<file path="src/rtl/mips_harvard_cpu.sv">
// mips_harvard_cpu
//   Single-cycle MIPS I integer subset CPU with separate instruction and data
//   ports. Branches and jumps have one delay slot, modelled with a PC / PC_next
//   pair. Execution starts at 0xBFC00000. When control would transfer to
//   address 0, the delay-slot instruction still commits, `active` drops, and
//   all state then stays frozen.
//
//   Optional build macro: MIPS_CPU_MULDIV_EN
//     Adds HI/LO and single-cycle MULT/MULTU/DIV/DIVU/MFHI/MFLO/MTHI/MTLO.
//     Division by zero leaves HI/LO unchanged.
//
// Ports
//   clk            : system clock, rising edge
//   reset          : asynchronous active-low reset
//   clk_enable     : 1 = advance, 0 = freeze all state and gate the strobes
//   active         : 1 while executing, 0 once halted
//   register_v0    : live value of GPR $2
//   instr_address  : PC (byte address)
//   instr_readdata : instruction word at instr_address (same cycle)
//   data_address   : load/store byte address (rs + sign_ext(imm))
//   data_write     : store strobe, memory writes on the rising edge
//   data_read      : load strobe
//   data_writedata : store data (rt)
//   data_readdata  : load data, combinational from data_address
module mips_harvard_cpu (
    input  logic        clk,
    input  logic        reset,
    output logic        active,
    output logic [31:0] register_v0,
    input  logic        clk_enable,
    output logic [31:0] instr_address,
    input  logic [31:0] instr_readdata,
    output logic [31:0] data_address,
    output logic        data_write,
    output logic        data_read,
    output logic [31:0] data_writedata,
    input  logic [31:0] data_readdata
);
    localparam logic [31:0] RESET_PC = 32'hBFC0_0000;

    localparam logic [5:0] OP_RTYPE = 6'h00, OP_REGIMM = 6'h01, OP_J    = 6'h02,
                           OP_JAL   = 6'h03, OP_BEQ    = 6'h04, OP_BNE  = 6'h05,
                           OP_BLEZ  = 6'h06, OP_BGTZ   = 6'h07, OP_ADDIU = 6'h09,
                           OP_SLTI  = 6'h0a, OP_SLTIU  = 6'h0b, OP_ANDI = 6'h0c,
                           OP_ORI   = 6'h0d, OP_XORI   = 6'h0e, OP_LUI  = 6'h0f,
                           OP_LW    = 6'h23, OP_SW     = 6'h2b;

    localparam logic [5:0] FN_SLL  = 6'h00, FN_SRL  = 6'h02, FN_SRA  = 6'h03,
                           FN_SLLV = 6'h04, FN_SRLV = 6'h06, FN_SRAV = 6'h07,
                           FN_JR   = 6'h08, FN_JALR = 6'h09, FN_ADDU = 6'h21,
                           FN_SUBU = 6'h23, FN_AND  = 6'h24, FN_OR   = 6'h25,
                           FN_XOR  = 6'h26, FN_NOR  = 6'h27, FN_SLT  = 6'h2a,
                           FN_SLTU = 6'h2b;
`ifdef MIPS_CPU_MULDIV_EN
    localparam logic [5:0] FN_MFHI = 6'h10, FN_MTHI = 6'h11, FN_MFLO = 6'h12,
                           FN_MTLO = 6'h13, FN_MULT = 6'h18, FN_MULTU = 6'h19,
                           FN_DIV  = 6'h1a, FN_DIVU = 6'h1b;
`endif

    // Architectural state
    logic [31:0] pc_q, pc_d;
    logic [31:0] pc_next_q, pc_next_d;
    logic        active_q, active_d;
    logic [31:0] regs_q [0:31];
`ifdef MIPS_CPU_MULDIV_EN
    logic [31:0] hi_q, hi_d, lo_q, lo_d;
    logic [63:0] mul_s_s, mul_u_s;
`endif

    // Instruction fields and operands
    logic [5:0]  op_s, funct_s;
    logic [4:0]  rs_s, rt_s, rd_s, shamt_s;
    logic [15:0] imm_s;
    logic [31:0] rs_val_s, rt_val_s, imm_sext_s, imm_zext_s;
    logic [31:0] pc_plus4_s, pc_plus8_s, br_target_s, j_target_s;
    logic        run_s;

    // Decoded control
    logic        wr_en_s, taken_s, is_lw_s, is_sw_s;
    logic [4:0]  wr_addr_s;
    logic [31:0] wr_data_s, target_s;

    assign op_s        = instr_readdata[31:26];
    assign rs_s        = instr_readdata[25:21];
    assign rt_s        = instr_readdata[20:16];
    assign rd_s        = instr_readdata[15:11];
    assign shamt_s     = instr_readdata[10:6];
    assign funct_s     = instr_readdata[5:0];
    assign imm_s       = instr_readdata[15:0];
    assign rs_val_s    = (rs_s == 5'd0) ? 32'd0 : regs_q[rs_s];
    assign rt_val_s    = (rt_s == 5'd0) ? 32'd0 : regs_q[rt_s];
    assign imm_sext_s  = {{16{imm_s[15]}}, imm_s};
    assign imm_zext_s  = {16'd0, imm_s};
    assign pc_plus4_s  = pc_q + 32'd4;
    assign pc_plus8_s  = pc_q + 32'd8;
    assign br_target_s = pc_plus4_s + {imm_sext_s[29:0], 2'b00};
    assign j_target_s  = {pc_plus4_s[31:28], instr_readdata[25:0], 2'b00};
    // An instruction commits only while running and enabled
    assign run_s       = active_q & clk_enable;
`ifdef MIPS_CPU_MULDIV_EN
    assign mul_s_s = $signed({{32{rs_val_s[31]}}, rs_val_s}) * $signed({{32{rt_val_s[31]}}, rt_val_s});
    assign mul_u_s = {32'd0, rs_val_s} * {32'd0, rt_val_s};
`endif

    // Instruction decode and execute: register write-back, control transfer, memory strobes
    always_comb begin
        wr_en_s   = 1'b0;
        wr_addr_s = rd_s;
        wr_data_s = 32'd0;
        taken_s   = 1'b0;
        target_s  = br_target_s;
        is_lw_s   = 1'b0;
        is_sw_s   = 1'b0;
`ifdef MIPS_CPU_MULDIV_EN
        hi_d = hi_q;
        lo_d = lo_q;
`endif
        case (op_s)
            OP_RTYPE: begin
                wr_en_s = 1'b1;
                case (funct_s)
                    FN_ADDU: wr_data_s = rs_val_s + rt_val_s;
                    FN_SUBU: wr_data_s = rs_val_s - rt_val_s;
                    FN_AND:  wr_data_s = rs_val_s & rt_val_s;
                    FN_OR:   wr_data_s = rs_val_s | rt_val_s;
                    FN_XOR:  wr_data_s = rs_val_s ^ rt_val_s;
                    FN_NOR:  wr_data_s = ~(rs_val_s | rt_val_s);
                    FN_SLT:  wr_data_s = ($signed(rs_val_s) < $signed(rt_val_s)) ? 32'd1 : 32'd0;
                    FN_SLTU: wr_data_s = (rs_val_s < rt_val_s) ? 32'd1 : 32'd0;
                    FN_SLL:  wr_data_s = rt_val_s << shamt_s;
                    FN_SRL:  wr_data_s = rt_val_s >> shamt_s;
                    FN_SRA:  wr_data_s = 32'($signed(rt_val_s) >>> shamt_s);
                    FN_SLLV: wr_data_s = rt_val_s << rs_val_s[4:0];
                    FN_SRLV: wr_data_s = rt_val_s >> rs_val_s[4:0];
                    FN_SRAV: wr_data_s = 32'($signed(rt_val_s) >>> rs_val_s[4:0]);
                    FN_JR: begin
                        wr_en_s  = 1'b0;
                        taken_s  = 1'b1;
                        target_s = rs_val_s;
                    end
                    FN_JALR: begin
                        taken_s   = 1'b1;
                        target_s  = rs_val_s;
                        wr_data_s = pc_plus8_s;
                    end
`ifdef MIPS_CPU_MULDIV_EN
                    FN_MFHI: wr_data_s = hi_q;
                    FN_MFLO: wr_data_s = lo_q;
                    FN_MTHI: begin wr_en_s = 1'b0; hi_d = rs_val_s; end
                    FN_MTLO: begin wr_en_s = 1'b0; lo_d = rs_val_s; end
                    FN_MULT: begin wr_en_s = 1'b0; {hi_d, lo_d} = mul_s_s; end
                    FN_MULTU: begin wr_en_s = 1'b0; {hi_d, lo_d} = mul_u_s; end
                    FN_DIV: begin
                        wr_en_s = 1'b0;
                        if (rt_val_s != 32'd0) begin
                            lo_d = 32'($signed(rs_val_s) / $signed(rt_val_s));
                            hi_d = 32'($signed(rs_val_s) % $signed(rt_val_s));
                        end else begin
                            lo_d = lo_q;
                            hi_d = hi_q;
                        end
                    end
                    FN_DIVU: begin
                        wr_en_s = 1'b0;
                        if (rt_val_s != 32'd0) begin
                            lo_d = rs_val_s / rt_val_s;
                            hi_d = rs_val_s % rt_val_s;
                        end else begin
                            lo_d = lo_q;
                            hi_d = hi_q;
                        end
                    end
`endif
                    default: wr_en_s = 1'b0;
                endcase
            end
            OP_REGIMM: begin
                // rt selects the condition: 0 = BLTZ, 1 = BGEZ
                case (rt_s)
                    5'd0:    taken_s = rs_val_s[31];
                    5'd1:    taken_s = ~rs_val_s[31];
                    default: taken_s = 1'b0;
                endcase
            end
            OP_J: begin
                taken_s  = 1'b1;
                target_s = j_target_s;
            end
            OP_JAL: begin
                taken_s   = 1'b1;
                target_s  = j_target_s;
                wr_en_s   = 1'b1;
                wr_addr_s = 5'd31;
                wr_data_s = pc_plus8_s;
            end
            OP_BEQ:  taken_s = (rs_val_s == rt_val_s);
            OP_BNE:  taken_s = (rs_val_s != rt_val_s);
            OP_BLEZ: taken_s = rs_val_s[31] | (rs_val_s == 32'd0);
            OP_BGTZ: taken_s = ~rs_val_s[31] & (rs_val_s != 32'd0);
            OP_ADDIU, OP_SLTI, OP_SLTIU, OP_ANDI, OP_ORI, OP_XORI, OP_LUI: begin
                wr_en_s   = 1'b1;
                wr_addr_s = rt_s;
                case (op_s)
                    OP_ADDIU: wr_data_s = rs_val_s + imm_sext_s;
                    OP_SLTI:  wr_data_s = ($signed(rs_val_s) < $signed(imm_sext_s)) ? 32'd1 : 32'd0;
                    OP_SLTIU: wr_data_s = (rs_val_s < imm_sext_s) ? 32'd1 : 32'd0;
                    OP_ANDI:  wr_data_s = rs_val_s & imm_zext_s;
                    OP_ORI:   wr_data_s = rs_val_s | imm_zext_s;
                    OP_XORI:  wr_data_s = rs_val_s ^ imm_zext_s;
                    OP_LUI:   wr_data_s = {imm_s, 16'd0};
                    default:  wr_data_s = 32'd0;
                endcase
            end
            OP_LW: begin
                is_lw_s   = 1'b1;
                wr_en_s   = 1'b1;
                wr_addr_s = rt_s;
                wr_data_s = data_readdata;
            end
            OP_SW:   is_sw_s = 1'b1;
            default: wr_en_s = 1'b0;
        endcase
    end

    // Next PC pair and halt detection; the edge that loads PC = 0 clears active
    always_comb begin
        pc_d      = pc_q;
        pc_next_d = pc_next_q;
        active_d  = active_q;
        if (run_s) begin
            pc_d      = pc_next_q;
            pc_next_d = taken_s ? target_s : (pc_next_q + 32'd4);
            if (pc_next_q == 32'd0) begin
                active_d = 1'b0;
            end else begin
                active_d = active_q;
            end
        end else begin
            pc_d      = pc_q;
            pc_next_d = pc_next_q;
        end
    end

    // State registers: PC pair, active flag, register file, HI/LO
    always_ff @(posedge clk or negedge reset) begin
        if (!reset) begin
            pc_q      <= RESET_PC;
            pc_next_q <= RESET_PC + 32'd4;
            active_q  <= 1'b1;
            for (int i = 0; i < 32; i++) begin
                regs_q[i] <= 32'd0;
            end
`ifdef MIPS_CPU_MULDIV_EN
            hi_q <= 32'd0;
            lo_q <= 32'd0;
`endif
        end else begin
            pc_q      <= pc_d;
            pc_next_q <= pc_next_d;
            active_q  <= active_d;
            if (run_s && wr_en_s && (wr_addr_s != 5'd0)) begin
                regs_q[wr_addr_s] <= wr_data_s;
            end
`ifdef MIPS_CPU_MULDIV_EN
            if (run_s) begin
                hi_q <= hi_d;
                lo_q <= lo_d;
            end
`endif
        end
    end

    assign active         = active_q;
    assign register_v0    = regs_q[2];
    assign instr_address  = pc_q;
    assign data_address   = rs_val_s + imm_sext_s;
    assign data_writedata = rt_val_s;
    assign data_write     = run_s & is_sw_s;
    assign data_read      = run_s & is_lw_s;
endmodule

</file>
<file path="config.mk">
export PLATFORM = sky130hd
export DESIGN_NAME = mips_harvard_cpu
export DESIGN_NICKNAME = d
export VERILOG_FILES = /design/src/rtl/mips_harvard_cpu.sv
export SDC_FILE = /design/constraint.sdc
export NUM_CORES = 2
export LEC_CHECK = 0
export ABC_AREA = 1
export CORE_MARGIN = 2
export CORE_UTILIZATION = 35
export DETAILED_ROUTE_END_ITERATION = 12
export REMOVE_ABC_BUFFERS = 1
export SLEW_MARGIN = 40
export SYNTH_ARGS = -nofsm -noshare
export SYNTH_HDL_FRONTEND = slang
export SYNTH_SLANG_ARGS = --single-unit
</file>
<file path="constraint.sdc">
create_clock -name clk -period 7 [get_ports clk]
set_input_delay 1.4 -clock clk [delete_from_list [all_inputs] [get_ports clk]]
set_output_delay 1.4 -clock clk [all_outputs]
set_load 0.01 [all_outputs]
</file>
Word level (Yosys, flattened, before mapping)
Cells that the tools add are included.

word-level totals
  bits in registers = 1089
  output and inout port bits = 131
  logic and storage cells = 153

cells by class
  add/subtract/negate cells = 7
  $lt $le $gt $ge = 8
  equal/unequal tests = 34
  shifts and indexed selects = 6
  mux-type cells = 29
  bitwise gates (word level) = 16
  reductions and logical operators = 18

operators by type and width
  cell                                                                    count
  1024-bit bitwise mux                                                    1
  32-bit one-hot mux with 15 select lines                                 1
  32-bit binary-select mux with 5-bit select                              2
  32-bit two-way mux                                                      9
  32-bit one-hot mux with 7 select lines                                  1
  32-bit demux with 5-bit select                                          1
  32-bit one-hot mux with 4 select lines                                  1
  32-bit adder                                                            3
  32-bit < comparator                                                     3
  32-bit by 3-bit adder with 32-bit output (second input constant)        2
  32-bit zero test                                                        2
  32-bit one-hot mux with 2 select lines                                  1
  32-bit by 5-bit << shifter with 32-bit output                           2
  32-bit by 5-bit right shift with 32-bit output                          2
  32-bit by 5-bit >>> shifter with 32-bit output                          2
  6-bit equality test (second input constant)                             10
  6-bit by 4-bit equality test with 1-bit output (second input constant)  9
  6-bit by 3-bit equality test with 1-bit output (second input constant)  7
  32-bit by 4-bit adder with 32-bit output (second input constant)        1
  32-bit by 16-bit AND with 32-bit output                                 1
  32-bit AND                                                              1
  32-bit equality test                                                    1
  32-bit by 16-bit < comparator with 1-bit output                         1
  32-bit inequality test                                                  1
  other kinds (30)                                                        53

Logic depth before layout (Yosys ltp)
  word-level depth = 10
  gate-level depth with buffers = 37
  mapped depth without buffers = 33

Worst setup path before layout
No wires, ideal clock.

  path kind = in2out
  start point = in instr_readdata[22]
  end point = out data_address[31]
  data arrival time = 4530 ps
  data required time = 5600 ps
  slack = 1070 ps
  stages = 24
  buffers on the path = 5
  cell sequence = buf_4 -> inv_2 -> buf_6 -> buf_6 -> buf_6 -> buf_2 -> a21oi_1 -> o21ai_1 -> o211ai_1 -> nand3_1 -> nand2_1 -> o211ai_1 -> inv_2 -> ha_1 -> inv_1 -> a21oi_1 -> inv_1 -> a21oi_1 -> inv_1 -> a21oi_1 -> o21ai_0 -> a2111oi_0 -> nand3_1 -> and2_1

on the way
  cells in the longest elaborated chain, start to end = 6
  elaborated cells on any way between the ends = 7

RTL lines
  item                                                    RTL line  RTL
  start, declared                                         32        input logic [31:0] instr_readdata,
  5-bit inverter with 6-bit output (implied by the code)  90        assign rs_val_s = (rs_s == 5'd0) ? 32'd0 : regs_q[rs_s];
  32-bit binary-select mux with 5-bit select              90
  32-bit two-way mux (implied by the code) (2 in series)  90
  32-bit two-way mux (*)                                  90
  32-bit adder (*)                                        276       assign data_address = rs_val_s + imm_sext_s;
  end, declared                                           33        output logic [31:0] data_address,

Mark *: on every way between the ends. The rest lies on a longest branch, timed or not. The select of a mux whose other input is x is not followed.

Worst setup path after layout
  start point = in instr_readdata[22]
  end point = out data_address[16]

The elaborated chain is that of the path after synthesis.

==> key figures <==
Power and ir drop
  • Switching Share: 0.368
  • Pleak: roughly 49 nW
  • Internal: 0.0129 W
  • PwrDens: 208 nW/um^2
  • Comb pwr share: 0.318
  • Part of the power in registers: 0.332
  • Clk pwr share: 0.350
  • Max IR drop VDD: between 200 and 250 uV
  • Sw power: ~0.0075 W

Die
  • I/O pin count: ~200
  • Die width: ~480 um
  • Starting Density: 0.351
  • Die Span Y: roughly 480 um
  • Core Region: ~230000 sq um
  • FP Rows: between 150 and 200
  • Die area: approximately 230000 sq um

Placed design
  • Port bufs: 197
  • Routability cong.: between 1 and 1.5
  • Worst slack, placed: -0.257 ns
  • Post-Place Cells: approximately 16000
  • DP Wirelength: 323000 um

Setup path
  • Worst Setup Start Kind: input port
  • Worst r2r dst: regs_q[670]
  • FF-to-FF path depth: 31
  • CP arrival: between 5 and 6 ns
  • Crit path max fanout: 22
  • Kind of critical path: input port to output port
  • Required @ worst endpoint: 5.60 ns
  • Critical Path Sink: data_address[16]
  • CP Capture Type: output port
  • Reg2Reg Launch Point: register_v0[19]
  • R2r setup slk: about 1.2 ns
  • Critical path startpoint: instr_readdata[22]

Finish
  • Commonest non-fill, non-tap cell in the layout: nand2_1
  • Final #Nets: between 10000 and 15000
  • Fillers: 23922
  • Layout cells sized above 1: 0.123
  • Reg area: 27300 sq um
  • Commonest cells after routing, fill and taps aside: nand2_1, nand3_1, dfrtp_1
  • Area Overhead vs Synth: 22.1%
  • Multi-input combinational cell area: around 47000 sq um
  • Final std cells w/o fill: roughly 16000

Clock network
  • Clock transition at path regs: 0.06 ns
  • CTS Buffer Depth: 3
  • Num CTS Buffers: 130
  • Post-cts hold buffer count: 0
  • Clock Sinks: ~1100
  • H-tree levels: 4
  • Root buffer cell: clkbuf_16
  • Insertion delay to the later sink of the worst-skew pair: 0.83 ns
  • CTS tree: built

Hold path
  • Hold Path Origin: regs_q[999]
  • Worst hold path class: register to register

Timing
  • Relative slew slack: 0.359
  • Worst Slack Setup Final: between 0.08 and 0.09 ns
  • Final worst path period need: roughly 6.9 ns
  • Clk_skew: around 0.055 ns
  • Worst hold slack: 0.381 ns
  • Share of the cycle needed by the critical path after routing: 0.988
  • Final Max Tran Viols: 0
  • Worst Tran Pin Value: 0.958 ns
  • Final setup fails: 0
  • Final hold viol count: 0
  • Unrepaired setup endpoints after global routing: true
  • FMAX: 0.145 GHz

Synthesis
  • YS warnings: 0
  • Synth area leaders: dfrtp_1, nand2_1, nand3_1
  • Seq cells post-synth: 1089
  • Post-Syn Instances: approximately 13000
  • Seq/Total Area, Yosys: 0.339
  • Post-synthesis async set-or-reset flop share: 1.00
  • Number of library cell types mapped by synthesis: between 60 and 70
  • Syn Area/Cell: 6.37 sq um
  • Area leader, netlist: dfrtp_1
  • Post-synth EDFFs: 0
  • Synth Flop Type: dfrtp_1
  • Mapped Area: ~80000 sq um
  • Synth top area share: 0.332

Routing
  • Drt pass-1 iters: 9
  • Routed via count: between 90000 and 100k
  • Remaining DRCs: 0
  • DR iter-0 viols: 14447
  • Via/cell ratio: roughly 5.8
  • Total Wirelength: ~450000 um
  • Final ANT Viol Nets: 0
  • DR WL/cell: around 27 um

GRT
  • Initial antenna violation count: 16
  • Largest net degree at the start of global routing: 136
  • Vias in the first global route: between 80000 and 90000
  • First-pass GRT wire length: about 630000 um
  • GRT overflow: 0
  • Gr usage total: 0.366

Job
  • Max_cap viols: 0

Status
  • Status: completed
critical path, cell delays in order:
cell,delay (ns)
buf_6,0.10
buf_12,0.22
buf_12,0.22
buf_4,0.27
o21ai_0,0.13
o221ai_1,0.22
nand3_1,0.14
nand3_1,0.22
nand3_1,0.14
buf_4,0.23
ha_1,0.43
nand2_1,0.15
a21oi_1,0.24
nor2_1,0.10
buf_4,0.16
nor2_1,0.13
nor2_1,0.09
nand3_1,0.10
and2_1,0.21
clkdlybuf4s50_1,0.56
stage by stage:
stage | setup TNS, ns | utilization | instance area, sq um | power, W
after CTS | -0.000899 | 0.426 | 97600 | 0.0202
after floorplan | -4258.22 | - | 76000 | 0.00972
after global routing | -0.107 | 0.428 | 98200 | 0.0211
final | 0 | 0.428 | 98200 | 0.0204
after global placement | -1.19 | 0.406 | 93000 | 0.0131
after detailed placement | -0.825 | 0.406 | 93100 | 0.0131
routing by layer:
metal,share of wire,vias to the layer above,track usage
li1,-,42147,-
met1,0.38,44398,0.478
met2,0.41,6576,0.529
met3,0.12,1345,0.0890
met4,0.083,8,0.255
met5,0.00045,-,0
cells in the mapped netlist (7+ instances only):
library cell     n
buf_2          336
nand2_1       5126
a31oi_1         35
inv_1          644
clkbuf_1       386
a22oi_1         49
o21ai_2          9
buf_6           30
buf_4          107
xnor2_1         12
o22ai_1         69
and3_1           8
buf_1           45
a21oi_1        473
nand3b_1        20
nor2_1         983
nor3_2          23
o2111ai_1       14
nor3_1          70
o21ai_1        164
or2_2           28
a211oi_1        20
and2_1          16
ha_1           211
dfstp_2         20
a22o_1          13
o211ai_1       192
nand2_2         12
nor4_1          22
nand3_1       1188
nand4_1         88
inv_2           52
o21bai_1        16
dfrtp_1       1069
o21ai_0        805
xor2_1          81
o221ai_1        76
nor2_2          14
a221oi_1        29
o21a_1           7
sequential cells by signal, summed over array words and instances, names as in the netlist:
name / flops
instr_address: 32
active: 1
pc_next_q: 32
register_v0: 32
regs_q: 992
cell type report:
type                       instances  share of cell area
tap                             3026              0.0385
sequential                      1089               0.278
antenna                            3           0.0000764
multi-input combinational       9932               0.475
clock inverter                    47             0.00753
inverter                         701              0.0275
timing repair buffer            1344               0.136
clock buffer                     179              0.0373
timing repair:
| action | in CTS | in global routing |
|---|---|---|
| pin swaps | 0 | 6 |
| cloned | 0 | 6 |
| setup buffers | 0 | 15 |
| setup endpoints to repair | 12 | 24 |
| resized for setup | 14 | 85 |
cells by family (layout without fill, tap and decap cells):
family                     Yosys count  after routing  share of synthesized area
AOI/OAI and AO/OA                 2009           2009                      0.144
buffers and inverters             1605           2271                     0.0880
adders and majority gates          215            215                     0.0338
muxes                                1              1                   0.000124
other                                0              3                          0
xor gates and xnor gates            93             93                     0.0101
and+or+nand+nor                   7614           7614                      0.385
DFF                               1089           1089                      0.339
power by group through the flow:
stage          Sequential (W)  Clock [W]  Combinational, W
2_1_floorplan         0.00680          0           0.00292
6_report              0.00677    0.00715           0.00649
3_5_place_dp          0.00688          0           0.00619
5_1_grt               0.00679    0.00746           0.00684
4_1_cts               0.00677    0.00721           0.00622
3_3_place_gp          0.00688          0           0.00620
how the worst min path moves through the flow:
stage                     slack, ns  depth (start not counted)      endpoint
after CTS                      0.38                          0  regs_q[1007]
after floorplan                0.35                          0  regs_q[1015]
after global routing           0.39                          0  regs_q[1007]
after detailed placement       0.37                          0  regs_q[1015]
final                          0.38                          0   regs_q[999]
after global placement         0.37                          0  regs_q[1015]
No activity file was read; power rests on OpenSTA's default activity.
